**src/rtl/ff_sequencer_pkg.sv**
```systemverilog
// Shared types and derived-constant helpers for the feed-forward layer sequencer.
// All constants derive from the layer shape: fo, fi, p, n, z and LAT.
package ff_sequencer_pkg;

  typedef logic [1:0] state_t;

  localparam state_t ST_IDLE  = 2'd0;
  localparam state_t ST_RUN   = 2'd1;
  localparam state_t ST_DRAIN = 2'd2;
  localparam state_t ST_DONE  = 2'd3;

  // Never returns 0, so a degenerate 1-entry range still gets a 1-bit port.
  function automatic int clog2_min1(input int value);
    int r;
    r = 0;
    for (int i = 0; i < 31; i++) begin
      if ((1 << i) < value) r = i + 1;
    end
    return (r < 1) ? 1 : r;
  endfunction

  function automatic int calc_c(input int p, input int fo, input int z);
    return (p * fo) / z;
  endfunction

  function automatic int calc_d(input int lat);
    return 1 + lat;
  endfunction

  function automatic int calc_pz(input int p, input int z);
    return p / z;
  endfunction

  localparam int C_DEFAULT  = calc_c(8, 2, 4);
  localparam int D_DEFAULT  = calc_d(1);
  localparam int PZ_DEFAULT = calc_pz(8, 4);

endpackage

```
**src/rtl/ff_valid_pipe.sv**
```systemverilog
// D-deep delay line carrying the issue strobe and its weight address to the output side.
// Bubbles from paused issue travel through unchanged, so output gaps mirror input gaps.
module ff_valid_pipe #(
  parameter int D  = 2,
  parameter int AW = 2
) (
  input  logic          clk,
  input  logic          reset,
  input  logic          in_valid,
  input  logic [AW-1:0] in_addr,
  output logic          out_valid,
  output logic [AW-1:0] out_addr
);

  logic [D-1:0]  valid_reg;
  logic [AW-1:0] addr_reg [D];

  always_ff @(posedge clk or negedge reset) begin
    if (!reset) begin
      valid_reg <= '0;
      for (int i = 0; i < D; i++) addr_reg[i] <= '0;
    end else begin
      valid_reg[0] <= in_valid;
      addr_reg[0]  <= in_valid ? in_addr : '0;
      for (int i = 1; i < D; i++) begin
        valid_reg[i] <= valid_reg[i-1];
        addr_reg[i]  <= addr_reg[i-1];
      end
    end
  end

  assign out_valid = valid_reg[D-1];
  assign out_addr  = addr_reg[D-1];

endmodule

```
**src/rtl/ff_sequencer.sv**
```systemverilog
// Issue sequencer for one feed-forward layer: walks C memory read cycles per sample,
// then waits out the processor latency before signalling completion.
module ff_sequencer
  import ff_sequencer_pkg::*;
#(
  parameter int fo  = 2,
  parameter int fi  = 4,
  parameter int p   = 8,
  parameter int n   = 4,
  parameter int z   = 4,
  parameter int LAT = 1
) (
  input  logic                                        clk,
  input  logic                                        reset,
  input  logic                                        start,
  input  logic                                        hold,
  output logic                                        rd_en,
  output logic [clog2_min1(calc_pz(p, z))-1:0]        act_addr,
  output logic [clog2_min1(calc_c(p, fo, z))-1:0]     w_addr,
  output logic                                        out_valid,
  output logic [clog2_min1(calc_c(p, fo, z))-1:0]     out_addr,
  output logic                                        busy,
  output logic                                        done,
  output logic [15:0]                                 sample_cnt
);

  localparam int C  = calc_c(p, fo, z);
  localparam int D  = calc_d(LAT);
  localparam int PZ = calc_pz(p, z);
  localparam int AW = clog2_min1(C);
  localparam int PW = clog2_min1(PZ);
  localparam int DW = clog2_min1(D);

  localparam logic [AW-1:0] C_LAST  = AW'(C - 1);
  localparam logic [PW-1:0] PZ_LAST = PW'(PZ - 1);
  localparam logic [DW-1:0] D_LAST  = DW'(D - 1);

  // Reject layer shapes whose lane grouping does not tile the right layer exactly.
  if (((p * fo) % z) != 0 || (z % fi) != 0 || (C * (z / fi)) != n) begin : g_bad_shape
    $error("ff_sequencer: inconsistent layer shape parameters");
  end

  state_t          state_reg;
  logic [AW-1:0]   cyc_reg;
  logic [PW-1:0]   act_reg;
  logic [DW-1:0]   drain_reg;
  logic [15:0]     sample_cnt_reg;
  logic            issue;

  assign issue = (state_reg == ST_RUN) && !hold;

  always_ff @(posedge clk or negedge reset) begin
    if (!reset) begin
      state_reg      <= ST_IDLE;
      cyc_reg        <= '0;
      act_reg        <= '0;
      drain_reg      <= '0;
      sample_cnt_reg <= '0;
    end else begin
      case (state_reg)
        ST_IDLE: begin
          if (start) begin
            state_reg <= ST_RUN;
            cyc_reg   <= '0;
            act_reg   <= '0;
          end
        end
        ST_RUN: begin
          if (!hold) begin
            if (cyc_reg == C_LAST) begin
              state_reg <= ST_DRAIN;
              cyc_reg   <= '0;
              act_reg   <= '0;
              drain_reg <= '0;
            end else begin
              cyc_reg <= cyc_reg + 1'b1;
              // activation bank index wraps every p/z issues
              act_reg <= (act_reg == PZ_LAST) ? '0 : act_reg + 1'b1;
            end
          end
        end
        ST_DRAIN: begin
          if (drain_reg == D_LAST) begin
            state_reg      <= ST_DONE;
            sample_cnt_reg <= sample_cnt_reg + 16'd1;
          end else begin
            drain_reg <= drain_reg + 1'b1;
          end
        end
        ST_DONE:  state_reg <= ST_IDLE;
        default:  state_reg <= ST_IDLE;
      endcase
    end
  end

  assign rd_en      = issue;
  assign w_addr     = (state_reg == ST_RUN) ? cyc_reg : '0;
  assign act_addr   = (state_reg == ST_RUN) ? act_reg : '0;
  assign busy       = (state_reg != ST_IDLE);
  assign done       = (state_reg == ST_DONE);
  assign sample_cnt = sample_cnt_reg;

  ff_valid_pipe #(
    .D  (D),
    .AW (AW)
  ) u_valid_pipe (
    .clk       (clk),
    .reset     (reset),
    .in_valid  (rd_en),
    .in_addr   (w_addr),
    .out_valid (out_valid),
    .out_addr  (out_addr)
  );

endmodule

```
**config.mk**
```make
export PLATFORM = sky130hd
export DESIGN_NAME = ff_sequencer
export DESIGN_NICKNAME = d
export VERILOG_FILES = /design/src/rtl/ff_sequencer_pkg.sv /design/src/rtl/ff_valid_pipe.sv /design/src/rtl/ff_sequencer.sv
export SDC_FILE = /design/constraint.sdc
export NUM_CORES = 1
export LEC_CHECK = 0
export ABC_AREA = 1
export BUFFER_PORTS_ARGS = -buffer_cell sky130_fd_sc_hd__buf_2
export CORE_MARGIN = 3
export CORE_UTILIZATION = 38
export DETAILED_ROUTE_END_ITERATION = 10
export PLACE_DENSITY = 0.59
export SLEW_MARGIN = 30
export SYNTH_ARGS = -nofsm -noshare
export SYNTH_HDL_FRONTEND = slang
export SYNTH_SLANG_ARGS = --single-unit
```
**constraint.sdc**
```tcl
create_clock -name clk -period 1.75 [get_ports clk]
set_clock_uncertainty 0.1 [all_clocks]
set_input_delay 0.0875 -clock clk [delete_from_list [all_inputs] [get_ports clk]]
set_output_delay 0.0875 -clock clk [all_outputs]
set_load 0.05 [all_outputs]
```
==> impl_metrics.yaml <==
global_routing:
  grtUsageTotal_pct: 13.1
  grt_pass1_wl_mm: 4.52
  grt.overflow.total: 0
  grt_pass1_vias: 1047
  antenna_found_initial: 0
  grt_max_degree: 29
sta:
  grt_setup_unrepaired: "no"
  drv_slew: 0
  setup_ws_ns: 0.108
  tightest_slew_ns: 0.601
  tns_ns: 0
  finalCritPeriodShare_pct: 93.8
  fmax_mhz: 609
  fin_crit_ns: 1.64
  hold_viol: 0
  maxSlewHeadroom_pct: 59.9
  hold_slack_ns: 0.143
  finalSetupViolations: 0
setup_path:
  start_kind: "register"
  path_class: "reg2out"
  crit_arrival_ns: 1.45
  end_kind: "output pin"
  crit_fanout: 5
  critPathRequiredTime_ns: 1.56
yosys:
  ys_seq_area_share_pct: 49.7
  postSynthAreaPerCell_um2: 8.92
  synthCells: 158
  yosysWarningCount: 0
  ys_seq_elements: 28
  ys_types: 20
  synth.net_count: 169
  synthesis.area_mm2: 0.00141
job:
  maxCapViolations: 0
layout:
  layout-drive-gt1-share_pct: 25.0
  final_cells: 238
  num-nets-final: 204
  final_area_mm2: 0.00173
  area_delta_synth_final_pct: 22.9
  diodes: 0
  largest_reg_flops: 16
  utilization_pct: 50.3
pwr:
  total_power_mw: 2.49
  power_density_mw_per_mm2: 1430
  combPwrFrac_pct: 43.8
  peakVddDrop_v: 0.000978
  p_clk_share_pct: 20.1
  power.switching_mw: 1.07
  power_frac_seq_pct: 36.1
  leakagePower_nw: 0.965
  p_sw_share_pct: 42.9
  p_int_mw: 1.42
clocking:
  clk_latency_ns: 0.27
  numCtsBuffers: 3
  htreeDepth: 1
  cts_sinks: 28
  clock-root-buffer: "clkbuf_8"
  cts_tree: "yes"
  clock_path_buffers: 2
  clk_pin_slew_ns: 0.09
placed_design:
  dp_slack_ns: 0.0944
  port_buffers: 28
  hpwl_mm: 1.96
  gp_congestion: 0.861
  place_inst: 230
  dpl-instance-area_mm2: 0.00160
floorplan:
  rows: 21
  start_util_pct: 41.0
  io_pins: 29
  die-height_um: 66.9
  die_area_mm2: 0.00448
  die_w_um: 66.9
  core-area_mm2: 0.00344
detailed_routing:
  drt_first_iter_violations: 30
  totalWireLength_mm: 2.55
  ant_nets: 0
  via_per_inst: 4.49
  first_pass_iters: 4
  avgRoutedWirePerCell_um: 10.7
  drc: 0
  vias: 1069
min_path:
  hold_class: "in2reg"
status:
  outcome: "finished clean"
layout make-up:
| class | instances | area [um^2] |
|---|---|---|
| clock buffers | 3 | 41.3 |
| clock inverters | 1 | 30.0 |
| fillers | 340 | 1710 |
| inverters | 30 | 113 |
| multi-input cells | 97 | 602 |
| flip-flops and latches | 28 | 701 |
| well taps | 46 | 57.6 |
| repair buffers | 33 | 189 |
path summary, 6_finish.rpt:
check                                                        start                                  to  slack (ns)  cells after the start
worst max-delay path                      state_reg[1]$_DFFE_PN0P_                           w_addr[0]        0.11                      6
worst min-delay path                                         start              cyc_reg[1]$_DFFE_PN0P_        0.14                      4
worst max register to register            state_reg[0]$_DFFE_PN0P_          sample_cnt[13]$_DFFE_PN0P_        0.13                      9
worst min register to register  u_valid_pipe.addr_reg[2]$_DFF_PN0_  u_valid_pipe.out_addr[0]$_DFF_PN0_        0.25                      0
max in group asynchronous                                    reset          sample_cnt[11]$_DFFE_PN0P_        0.91                      2
min in group asynchronous                                    reset  u_valid_pipe.out_addr[0]$_DFF_PN0_        0.24                      2
what timing repair did:
item / 4_1_cts / 5_1_grt
hold buffers: 2 / 0
endpoints found under the hold margin: 30 / 0
setup endpoints to repair: 3 / 8
resized for setup: 3 / 4
buffers inserted: 0 / 2
synth_stat cells:
library cell / number / share of area, %
a21oi_2: 1 / 0.62
buf_4: 2 / 1.1
clkbuf_2: 1 / 0.35
dfrtp_1: 28 / 50
ha_1: 7 / 6.2
inv_1: 30 / 8.0
mux2_2: 1 / 0.80
nand2_1: 31 / 8.3
nand2_2: 2 / 0.89
nand2_4: 1 / 0.80
nand3_1: 9 / 3.2
nand3b_1: 1 / 0.53
nand4_1: 3 / 1.3
nor2_1: 13 / 3.5
nor2_4: 5 / 4.0
nor3_1: 1 / 0.35
o21ai_0: 11 / 3.9
o21ai_1: 1 / 0.35
xnor2_1: 3 / 1.9
xor2_1: 7 / 4.3
metal layers:
layer | track usage, % | share of wire [%]
met1 | 17.3 | 50
met2 | 21.4 | 45
met3 | 1.85 | 4.5
met4 | 5.32 | 0.82
met5 | 0 | 0
cells by family (layout without fill, tap and decap cells):
kind of cell	Yosys count	count (layout)	share of synthesized area (%)
multiplexers	1	1	0.799
AO/OA/AOI/OAI	13	13	4.88
buffers and inverters	33	67	9.40
XOR/XNOR	10	10	6.21
adder cells (fa/ha/maj)	7	7	6.21
AND/OR/NAND/NOR	66	66	22.8
flip-flops	28	28	49.7
critical path: stages, from the launching register on:
cell and delay (ns):
dfrtp_1 0.45, inv_2 0.12, ha_4 0.16, buf_4 0.12, nand2_1 0.05, inv_1 0.04
buf_2 0.25
power groups by stage:
stage	Sequential (mW)	Combinational [mW]	Clock (mW)
3_5_place_dp	0.904	1.01	0
4_1_cts	0.894	1.03	0.512
3_3_place_gp	0.894	0.988	0
2_1_floorplan	1.06	0.623	0
5_1_grt	0.918	1.20	0.541
6_report	0.898	1.09	0.500
cells in the final DEF (no fill, tap or decap), drive strengths merged:
cell and instances:
nor2 18, nand3b 1, nand4 3, bufinv 1, buf 31, xnor2 3
nand2 34, ha 7, clkbuf 3, xor2 7, o21ai 12, dlygate4sd3 2
mux2 1, nand3 9, a21oi 1, dfrtp 28, inv 30, nor3 1
Power figures use the tool's default switching activity.
